File: config.mk
export PLATFORM = sky130hd
export DESIGN_NAME = mem_port_arbiter
export DESIGN_NICKNAME = d
export VERILOG_FILES = /design/src/rtl/mem_port_arbiter.sv
export SDC_FILE = /design/constraint.sdc
export NUM_CORES = 1
export LEC_CHECK = 0
export CELL_PAD_IN_SITES_DETAIL_PLACEMENT = 0
export CELL_PAD_IN_SITES_GLOBAL_PLACEMENT = 1
export CORE_MARGIN = 4
export CORE_UTILIZATION = 43
export CTS_CLUSTER_DIAMETER = 60
export DETAILED_ROUTE_END_ITERATION = 12
export DONT_BUFFER_PORTS = 1
export HOLD_SLACK_MARGIN = 0.03
export PLACE_DENSITY = 0.86
export SLEW_MARGIN = 20
export SYNTH_ARGS = -nofsm -noshare
export SYNTH_HDL_FRONTEND = slang
export SYNTH_SLANG_ARGS = --single-unit
File: constraint.sdc
create_clock -name clk -period 3.85 [get_ports clk]
set_clock_uncertainty 0.15 [all_clocks]
set_input_delay 0.5775 -clock clk [delete_from_list [all_inputs] [get_ports clk]]
set_output_delay 0.5775 -clock clk [all_outputs]
set_load 0.03 [all_outputs]
File: src/rtl/mem_port_arbiter.sv
// mem_port_arbiter
//   Shares one single-port memory between the instruction-fetch port and the
//   load/store port. A four-state FSM (IDLE, FETCH, DATA, RESP) grants one
//   request at a time. The data port has fixed priority over fetch. Each
//   transaction ends with a one-cycle valid pulse to its owner.
//
// Ports
//   clk, reset              clock; asynchronous active-low reset
//   if_req/if_addr          fetch request (level) and byte address
//   if_rdata/if_valid       fetched word and one-cycle completion pulse
//   mem_req/mem_we          load/store request (level); 1 = store
//   mem_addr/mem_wdata      data address and store data
//   mem_rdata/mem_valid     load data (0 after a store) and completion pulse
//   StallF/StallM           stall requests to the hazard unit
//   m_req/m_we/m_addr/m_wdata  memory command, held for the whole access
//   m_rdata/m_ready         memory read data and completion
//   bus_err                 (MEM_ARB_TIMEOUT_EN only) pulses together with
//                           valid when an access times out
//
// Build option
//   MEM_ARB_TIMEOUT_EN  adds a 4-bit wait counter. After 15 cycles of
//                       m_ready=0, the access completes with data 0 and
//                       bus_err is raised.
module mem_port_arbiter (
`ifdef MEM_ARB_TIMEOUT_EN
  output logic        bus_err,
`endif
  input  logic        clk,
  input  logic        reset,
  input  logic        if_req,
  input  logic [31:0] if_addr,
  output logic [31:0] if_rdata,
  output logic        if_valid,
  input  logic        mem_req,
  input  logic        mem_we,
  input  logic [31:0] mem_addr,
  input  logic [31:0] mem_wdata,
  output logic [31:0] mem_rdata,
  output logic        mem_valid,
  output logic        StallF,
  output logic        StallM,
  output logic        m_req,
  output logic        m_we,
  output logic [31:0] m_addr,
  output logic [31:0] m_wdata,
  input  logic [31:0] m_rdata,
  input  logic        m_ready
);

  typedef enum logic [1:0] {
    IDLE  = 2'd0,
    FETCH = 2'd1,
    DATA  = 2'd2,
    RESP  = 2'd3
  } state_t;

  state_t      r_state;
  state_t      w_state_nxt;
  logic        r_owner_m;   // 1: current transaction belongs to the data port
  logic        r_we;
  logic [31:0] r_addr;
  logic [31:0] r_wdata;
  logic [31:0] r_rdata;

  logic        w_grant_m;
  logic        w_grant_f;
  logic        w_done;
  logic        w_busy;
  logic        w_timeout;

  assign w_busy = (r_state == FETCH) || (r_state == DATA);

  // State register
  always_ff @(posedge clk or negedge reset) begin
    if (!reset) r_state <= IDLE;
    else        r_state <= w_state_nxt;
  end

  // Next-state and grant decode
  always_comb begin
    w_state_nxt = r_state;
    w_grant_m   = 1'b0;
    w_grant_f   = 1'b0;
    w_done      = 1'b0;
    case (r_state)
      IDLE: begin
        if (mem_req) begin
          w_grant_m   = 1'b1;
          w_state_nxt = DATA;
        end else if (if_req) begin
          w_grant_f   = 1'b1;
          w_state_nxt = FETCH;
        end
      end
      FETCH, DATA: begin
        if (m_ready || w_timeout) begin
          w_done      = 1'b1;
          w_state_nxt = RESP;
        end
      end
      RESP:    w_state_nxt = IDLE;
      default: w_state_nxt = IDLE;
    endcase
  end

  // Command registers are loaded only on grant. This keeps m_* stable for
  // the whole access.
  always_ff @(posedge clk or negedge reset) begin
    if (!reset) begin
      r_owner_m <= 1'b0;
      r_we      <= 1'b0;
      r_addr    <= '0;
      r_wdata   <= '0;
      r_rdata   <= '0;
    end else begin
      if (w_grant_m || w_grant_f) begin
        r_owner_m <= w_grant_m;
        r_we      <= w_grant_m & mem_we;
        r_addr    <= w_grant_m ? mem_addr  : if_addr;
        r_wdata   <= w_grant_m ? mem_wdata : '0;
      end
      // A store or a timed-out access returns 0 rather than bus data.
      if (w_done) r_rdata <= (m_ready && !r_we) ? m_rdata : '0;
    end
  end

`ifdef MEM_ARB_TIMEOUT_EN
  logic [3:0] r_wait_cnt;
  logic       r_bus_err;

  // The 15th consecutive wait cycle ends the access.
  assign w_timeout = w_busy && !m_ready && (r_wait_cnt == 4'd14);

  always_ff @(posedge clk or negedge reset) begin
    if (!reset) begin
      r_wait_cnt <= '0;
      r_bus_err  <= 1'b0;
    end else begin
      if (w_grant_m || w_grant_f)  r_wait_cnt <= '0;
      else if (w_busy && !m_ready) r_wait_cnt <= r_wait_cnt + 4'd1;
      // Set on the edge that enters RESP. Cleared on the edge that leaves it.
      r_bus_err <= w_timeout;
    end
  end

  assign bus_err = r_bus_err;
`else
  assign w_timeout = 1'b0;
`endif

  assign m_req     = w_busy;
  assign m_we      = r_we;
  assign m_addr    = r_addr;
  assign m_wdata   = r_wdata;

  assign if_valid  = (r_state == RESP) && !r_owner_m;
  assign mem_valid = (r_state == RESP) &&  r_owner_m;
  assign if_rdata  = if_valid  ? r_rdata : '0;
  assign mem_rdata = mem_valid ? r_rdata : '0;

  assign StallF    = if_req  & ~if_valid;
  assign StallM    = mem_req & ~mem_valid;

endmodule
==> results.sh, run 1 <==
export IMPL_die_area_um2=12750
export IMPL_wire_per_inst_um=18.65
export IMPL_cts_sinks=100
export IMPL_rows=38
export IMPL_holdCritPathClass="input pin to flop"
export IMPL_synth_avg_cell_area_um2=9.053
export IMPL_die_h_um=112.9
export IMPL_dp_hpwl_um=8309
export IMPL_arrival_ns=2.26
export IMPL_cap_viol_max_count=0
export IMPL_max_freq_mhz=334.7
export IMPL_grt_start_max_net_pins=101
export IMPL_slew_headroom_pct=37.64
export IMPL_crit_path_end_kind="primary output"
export IMPL_crit_start="r_owner_m"
export IMPL_start_util_pct=43.87
export IMPL_drtPass1Iterations=4
export IMPL_syn_nets=660
export IMPL_p_leak_nw=2.375
export IMPL_cts_root_buf="clkbuf_8"
export IMPL_ir_drop_uv=430.3
export IMPL_final_setup_tns_ns=0
export IMPL_gr_total_overflow=0
export IMPL_min_from="mem_wdata[15]"
export IMPL_seq_area_frac_synth_pct=52.85
export IMPL_grt_pass1_wl_um=18710
export IMPL_numPortBuffers=0
export IMPL_grt_use_total_pct=18.23
export IMPL_n_antenna_cell=0
export IMPL_numCtsBuffers=9
export IMPL_drc=0
export IMPL_critPathKind="flop to primary output"
export IMPL_cts_tree="built"
export IMPL_hold_viol=0
export IMPL_timing_rr_start="r_state[1]"
export IMPL_vias=3583
export IMPL_drt_iter0_markers=220
export IMPL_io_pin_count=268
export IMPL_synth_warnings=0
export IMPL_finalNetCount=633
export IMPL_worst_path_buf_inv=1
export IMPL_status="finished, final reports clean"
export IMPL_p_per_area_nw_per_um2=955.1
export IMPL_crit_required_ns=3.12
export IMPL_area_growth_pct=5.523
export IMPL_holdWs_ns=0.1720
export IMPL_cts_setup_buffers=0
export IMPL_clk_path_buf_depth=2
export IMPL_cp_start_kind="flop"
export IMPL_ant_nets=0
export IMPL_timing_final_ws_setup_ns=0.8621
export IMPL_via_per_inst=5.590
export IMPL_path_clk_slew_ns=0.10
export IMPL_finalMaxSlewViolations=0
export IMPL_worst_path_max_delay_cell="dfrtp_1"
export IMPL_netlist_area_um2=4735
export IMPL_cp_slowest_stage_delay_ns=0.69
export IMPL_clk_latency_ns=0.35
export IMPL_critical_path_top_delay_family="simple AND/OR/NAND/NOR gates"
export IMPL_place_ws_ns=1.240
export IMPL_die_w_um=112.9
export IMPL_fill_cells=1040
export IMPL_grt_pass1_vias=3516
export IMPL_syn_inst=523
export IMPL_core_um2=10790
export IMPL_fin_crit_sh_pct=77.61
export IMPL_synth_lib_cells_used_distinct=22
export IMPL_cts_resized=0
export IMPL_h_tree_depth=3
export IMPL_worst_path_max_fanout=35
export IMPL_grt_setup_unrepaired="false"
export IMPL_drive_gt1_share_pct=8.782
export IMPL_antenna_found_initial=1
export IMPL_cp_cell_sequence="and2b_1 -> buf_4 -> and2_1"
export IMPL_layout_min_cycle_time_ns=2.988
export IMPL_cts_hold_buf=2
export IMPL_setup_viol=0
export IMPL_synth_seq_cells=100
export IMPL_globalplace_congestion=0.8420
export IMPL_final_util_pct=46.29
export IMPL_finalPower_mw=4.772
export IMPL_tightestPinTransition_ns=0.9321
export IMPL_routed_wl_um=11960
cells by family (layout without fill, tap and decap cells):
kind of cell    after synthesis  after routing  synth area share, %
simple gates                272            272                28.04
compound gates              102            102                13.27
flops                       100            100                52.85
buf+inv                      46             24                5.048
fa+ha+maj                     3              3               0.7929
routing by layer:
| metal | global-route usage (%) | up-vias | part of all wire, % |
|---|---|---|---|
| met5 | 0 | - | 0.11 |
| met4 | 6.651 | 2 | 1.7 |
| met3 | 6.203 | 21 | 11 |
| met2 | 30.25 | 205 | 49 |
| met1 | 22.11 | 1665 | 38 |
| li1 | - | 1690 | - |
registers in the layout (all words and copies together) (netlist names):
register   cells
r_rdata       32
m_wdata       32
m_addr        32
m_we           1
r_owner_m      1
r_state        2
stage by stage:
stage | instances | instance area (um^2)
final | 641 | 4996
after global routing | 641 | 4996
after CTS | 641 | 4990
after detailed placement | 623 | 4722
after global placement | 623 | 4722
after floorplan | 523 | 4735
path summary, 6_finish.rpt:
path	cells after the start	to	slack, ns
worst max-delay path	3	if_rdata[24]	0.86
worst min-delay path	2	m_wdata[15]	0.17
worst max register to register	5	r_rdata[13]	1.57
worst min register to register	2	r_rdata[29]	0.36
max in group asynchronous	2	m_we	2.49
min in group asynchronous	2	r_rdata[11]	0.64
synth_stat cells:
cell type | number | area share, %
inv_1 | 3 | 0.24
buf_2 | 20 | 2.1
clkbuf_1 | 17 | 1.3
and3_1 | 32 | 4.2
o22ai_1 | 32 | 4.2
nor2_1 | 33 | 2.6
nand2b_1 | 35 | 4.6
nor2b_1 | 1 | 0.13
and2b_1 | 1 | 0.16
o21ai_0 | 33 | 3.5
a21oi_1 | 16 | 1.7
nand2_1 | 102 | 8.1
buf_4 | 1 | 0.16
ha_1 | 3 | 0.79
dfrtp_1 | 100 | 53
nand3_1 | 33 | 3.5
and2_4 | 1 | 0.19
buf_6 | 5 | 1.2
nand3b_1 | 1 | 0.16
o21a_1 | 1 | 0.16
a21oi_2 | 20 | 3.7
and2_1 | 33 | 4.4
cell usage in the layout (no fill, tap or decap):
cell type	netlist	routed
o21ai_0	33	33
a21oi_1	16	16
dlygate4sd3_1	0	1
nand3b_1	1	1
o21a_1	1	1
nand2b_1	35	35
inv_6	0	2
and2_4	1	1
bufinv_16	0	2
nand3_1	33	33
nor2_1	33	33
o22ai_1	32	32
buf_4	1	2
clkbuf_8	0	9
nand2_2	0	1
and2b_1	1	1
ha_1	3	3
dfrtp_2	0	1
inv_1	3	3
clkinv_4	0	2
dfrtp_1	100	99
and3_1	32	32
and2_1	33	33
nor2b_1	1	1
nand2_1	102	100
a21oi_2	20	20
inv_8	0	1
buf_12	0	1
buf_16	0	1
nand2_4	0	1
final cells by class:
| cell class | instances | area (um^2) | share of cell area (%) |
|---|---|---|---|
| Sequential cell | 100 | 2504 | 50.11 |
| Multi-Input combinational cell | 377 | 2003 | 40.10 |
| Tap cell | 140 | 175.2 | 3.506 |
| Clock buffer | 9 | 123.9 | 2.479 |
| Clock inverter | 7 | 106.4 | 2.129 |
| Timing Repair Buffer | 5 | 72.57 | 1.453 |
| Inverter | 3 | 11.26 | 0.2254 |
power by group:
part           internal, mW  switching (mW)  total [mW]
clock network         0.378           0.384       0.762
logic                 0.493           0.948        1.44
registers              1.52            1.05        2.57
No activity file was read; power rests on OpenSTA's default activity.
==> inputs of run 2 (changes only) <==
Settings changed: CORE_UTILIZATION 43 to 40, PLACE_DENSITY 0.86 to 0.84.
Clock period 3.85 ns to 2.45 ns, I/O delays scaled along.
==> run 2 against run 1 <==
The flow now finishes with violations (hold timing). Power rose by 68%. Via count rose by 9.7%. Core utilization rose by 4.5 points. Combinational power rose by 82%.
==> results.sh, run 2 (synthesis results as in run 1) <==
export IMPL_die_w_um=116.8
export IMPL_grt_pass1_vias=3790
export IMPL_layout_common_cells="nand2_1 (100), dfrtp_1 (100), dlygate4sd3_1 (48), buf_4 (41), nand2b_1 (35)"
export IMPL_numPortBuffers=0
export IMPL_drive_gt1_share_pct=14.29
export IMPL_fin_cells=731
export IMPL_io_pin_count=268
export IMPL_worst_path_max_fanout=33
export IMPL_fin_crit_sh_pct=91.56
export IMPL_p_leak_nw=2.804
export IMPL_layout_min_cycle_time_ns=2.243
export IMPL_rrSetupSlack_ns=0.56
export IMPL_timing_rr_start="r_state[0]"
export IMPL_cp_start_kind="flop"
export IMPL_holdWs_ns=-0.4276
export IMPL_die_area_um2=13640
export IMPL_cts_sinks=100
export IMPL_globalplace_congestion=0.7893
export IMPL_finalMaxSlewViolations=0
export IMPL_wire_per_inst_um=18.41
export IMPL_routed_wl_um=13460
export IMPL_gr_total_overflow=0
export IMPL_ir_drop_uv=633.3
export IMPL_clk_path_buf_depth=2
export IMPL_grt_setup_unrepaired="false"
export IMPL_crit_required_ns=1.93
export IMPL_clk_latency_ns=0.33
export IMPL_ant_nets=0
export IMPL_h_tree_depth=3
export IMPL_holdCritPathClass="input pin to asynchronous set/reset pin"
export IMPL_grt_start_max_net_pins=101
export IMPL_worst_path_max_delay_cell="dfrtp_1"
export IMPL_worst_path_buf_inv=2
export IMPL_cp_cell_sequence="ha_1 -> buf_4 -> and2_1 -> nor2b_1 -> buf_4"
export IMPL_crit_start="r_state[0]"
export IMPL_n_antenna_cell=0
export IMPL_violations="hold timing"
export IMPL_start_util_pct=41.11
export IMPL_core_um2=11520
export IMPL_cap_viol_max_count=0
export IMPL_drtPass1Iterations=4
export IMPL_vias=3929
export IMPL_critical_path_top_delay_family="buffers and inverters"
export IMPL_numCtsBuffers=9
export IMPL_p_per_area_nw_per_um2=1372
export IMPL_cts_setup_buffers=0
export IMPL_rows=39
export IMPL_cts_root_buf="clkbuf_16"
export IMPL_hold_viol=100
export IMPL_cts_tree="built"
export IMPL_tightestPinTransition_ns=0.7004
export IMPL_cp_slowest_stage_delay_ns=0.40
export IMPL_setup_viol=0
export IMPL_slew_headroom_pct=53.31
export IMPL_critPathKind="flop to primary output"
export IMPL_via_per_inst=5.375
export IMPL_dp_cells=667
export IMPL_drc=0
export IMPL_ff2ff_path_depth=5
export IMPL_crit_path_end_kind="primary output"
export IMPL_final_util_pct=50.77
export IMPL_area_growth_pct=23.49
export IMPL_r2r_end="m_wdata[7]"
export IMPL_dp_hpwl_um=9182
export IMPL_antenna_found_initial=0
export IMPL_arrival_ns=1.73
export IMPL_final_setup_tns_ns=0
export IMPL_drt_iter0_markers=259
export IMPL_crit_top_cell="buf_4"
export IMPL_die_h_um=116.8
export IMPL_max_freq_mhz=445.8
export IMPL_finalNetCount=720
export IMPL_path_clk_slew_ns=0.07
export IMPL_grt_use_total_pct=18.74
export IMPL_status="finished with violations"
export IMPL_grt_pass1_wl_um=20000
run 2: worst max-delay path by stage:
stage                  end  slack, ns  depth (start not counted)
2_1_floorplan       StallF       0.47                          4
3_3_place_gp   if_rdata[0]       0.38                          4
3_5_place_dp   if_rdata[0]       0.28                          4
4_1_cts             StallM       0.17                          5
5_1_grt        if_rdata[0]       0.11                          4
6_report            StallM       0.21                          5
run 2: what timing repair did:
action,CTS,global route
setup endpoints to repair,32,0
gates resized for setup,1,0
hold buffers,47,1
endpoints found under the hold margin,147,101
run 2: power by group:
part | internal (mW) | total, mW | switching (mW) | leakage, nW
Combinational | 0.963 | 2.62 | 1.66 | 1.44
Sequential | 2.39 | 3.95 | 1.56 | 1.22
Clock | 0.806 | 1.45 | 0.642 | 0.141
Total | 4.16 | 8.02 | 3.87 | 2.80
run 2: cell type report:
cell class / instances / area (um^2)
sequential: 100 / 2502
timing repair buffer: 92 / 848.3
inverter: 3 / 11.26
multi-input combinational: 377 / 1999
clock buffer: 9 / 225.2
fill: 1044 / 5669
clock inverter: 7 / 81.33
tap: 143 / 178.9
run 2: per-stage QoR:
| step | total power [mW] | instance area, um^2 | setup WS [ns] |
|---|---|---|---|
| 2_1_floorplan | 5.843 | 4735 | 0.4748 |
| 3_3_place_gp | 6.406 | 5059 | 0.3838 |
| 4_1_cts | 8.082 | 5837 | 0.1681 |
| 3_5_place_dp | 6.550 | 5059 | 0.2762 |
| 6_report | 8.023 | 5847 | 0.2068 |
| 5_1_grt | 8.569 | 5847 | 0.1109 |
run 2: routing by layer:
metal	share of wire [%]	routed length, um	vias up	GRT usage, %
li1	-	-	1870	-
met1	38	5167	1840	22.69
met2	51	6808	201	31.82
met3	9.2	1241	18	5.450
met4	1.8	241	0	6.881
met5	0	0	-	0
==> inputs of run 3 (changes only) <==
Settings changed: CORE_UTILIZATION 40 to 43, PLACE_DENSITY 0.84 to 0.86.
Clock period 2.45 ns to 2.4 ns, I/O delays scaled along.
==> run 3 against run 2 <==
Sequential share of layout area is 3.2 points lower. Die area fell by 6.5%. Power down 0.15%. Via count up 11%. Critical endpoint is now m_addr[13]. Setup slack got worse by 0.11 ns. Sequential cell count did not move. Count of clock-buffer cells in the layout unchanged. The flow still finishes with violations (hold timing). Sequential power grew 3%. Global-route usage rose by 3.4 points.
==> results.sh, run 3 (synthesis results as in run 1) <==
export IMPL_start_util_pct=43.87
export IMPL_critPathKind="flop to flop"
export IMPL_slew_headroom_pct=44.12
export IMPL_grt_pass1_vias=4351
export IMPL_arrival_ns=2.38
export IMPL_cts_root_buf="clkbuf_8"
export IMPL_cp_start_kind="flop"
export IMPL_layout_common_cells="dlygate4sd3_1 (103), nand2_1 (100), dfrtp_1 (100), buf_4 (43), nand2b_1 (35)"
export IMPL_holdCritPathClass="input pin to asynchronous set/reset pin"
export IMPL_cts_sinks=100
export IMPL_die_w_um=112.9
export IMPL_n_antenna_cell=0
export IMPL_ir_drop_uv=713.9
export IMPL_clk_latency_ns=0.36
export IMPL_ant_nets=0
export IMPL_die_area_um2=12750
export IMPL_gr_total_overflow=0
export IMPL_layout_min_cycle_time_ns=2.301
export IMPL_numPortBuffers=0
export IMPL_holdWs_ns=-0.4687
export IMPL_hold_viol=100
export IMPL_fin_cells=787
export IMPL_grt_use_total_pct=22.09
export IMPL_fin_crit_sh_pct=95.86
export IMPL_max_freq_mhz=434.7
export IMPL_routed_wl_um=15070
export IMPL_via_per_inst=5.536
export IMPL_area_growth_pct=33.56
export IMPL_drt_iter0_markers=356
export IMPL_h_tree_depth=3
export IMPL_rows=38
export IMPL_p_leak_nw=3.033
export IMPL_finalMaxSlewViolations=0
export IMPL_die_h_um=112.9
export IMPL_final_setup_tns_ns=0
export IMPL_dp_cells=664
export IMPL_core_um2=10790
export IMPL_drtPass1Iterations=4
export IMPL_fill_cells=889
export IMPL_grt_start_max_net_pins=101
export IMPL_drive_gt1_share_pct=13.76
export IMPL_p_per_area_nw_per_um2=1267
export IMPL_dp_hpwl_um=8715
export IMPL_final_common_cell="dlygate4sd3_1"
export IMPL_crit_path_end_kind="flop"
export IMPL_tightestPinTransition_ns=0.8383
export IMPL_worst_path_max_fanout=25
export IMPL_timing_final_ws_setup_ns=0.09943
export IMPL_clk_path_buf_depth=2
export IMPL_status="finished with violations"
export IMPL_crit_required_ns=2.48
export IMPL_drc=0
export IMPL_cap_viol_max_count=0
export IMPL_vias=4357
export IMPL_cts_hold_buf=103
export IMPL_numCtsBuffers=9
export IMPL_finalPower_mw=8.011
export IMPL_place_ws_ns=0.2589
export IMPL_grt_pass1_wl_um=22680
export IMPL_antenna_found_initial=0
export IMPL_wire_per_inst_um=19.14
export IMPL_violations="hold timing"
export IMPL_path_clk_slew_ns=0.10
export IMPL_grt_setup_unrepaired="false"
export IMPL_globalplace_congestion=0.8476
export IMPL_finalNetCount=779
export IMPL_setup_viol=0
export IMPL_cts_tree="built"
export IMPL_io_pin_count=268
run 3: critical path, cell delays in order, from the launching register on:
cell and delay, ns:
dfrtp_1 0.42, inv_1 0.11, ha_2 0.23, nand3b_1 0.18
clkbuf_16 0.24, o22ai_1 0.17, dlygate4sd3_1 0.61, a21oi_2 0.04
run 3: final timing paths:
kind | depth (start not counted) | slack (ns) | to | start
setup reg to reg | 7 | 0.1 | m_addr[13] | r_state[1]
setup / recovery | 7 | 0.1 | m_addr[13] | r_state[1]
max in group asynchronous | 0 | 2.44 | m_wdata[3] | reset
min in group clk | 2 | 0.04 | r_rdata[0] | m_rdata[0]
hold reg to reg | 2 | 0.36 | r_rdata[13] | r_rdata[13]
hold / removal | 0 | -0.47 | r_rdata[7] | reset
run 3: layer usage:
layer,track usage [%],vias to the layer above,part of all wire (%)
met3,6.952,33,11
met4,9.696,0,2.6
met5,0,-,0
met1,25.36,2067,37
li1,-,1982,-
met2,37.88,275,50
run 3: area by class of cell:
cell class,instances,area (um^2),share of cell area [%]
clock buffers,9,123.9,1.959
well taps,140,175.2,2.770
multi-input cells,377,2003,31.68
repair buffers,151,1441,22.79
clock inverters,7,66.31,1.049
inverters,3,11.26,0.1781
flip-flops and latches,100,2502,39.57
run 3: through the flow:
stage | util [%] | cell area (um^2)
global route | 58.59 | 6324
floorplan | - | 4735
global placement | 46.84 | 5055
detailed placement | 46.84 | 5055
CTS | 58.16 | 6277
finish | 58.59 | 6324
run 3: power by group:
part	total (mW)	leakage, nW	switching, mW	internal, mW
Clock	1.07	0.0992	0.593	0.479
Sequential	4.08	1.22	1.64	2.43
Combinational	2.86	1.72	1.75	1.12
run 3: repair_timing:
| item | in CTS | in global routing |
|---|---|---|
| setup endpoints to repair | 34 | 31 |
| hold endpoints to repair | 194 | 100 |
| gates resized for setup | 1 | 3 |
| pin swaps | 0 | 1 |
| cloned | 0 | 2 |
| buffers inserted | 0 | 2 |
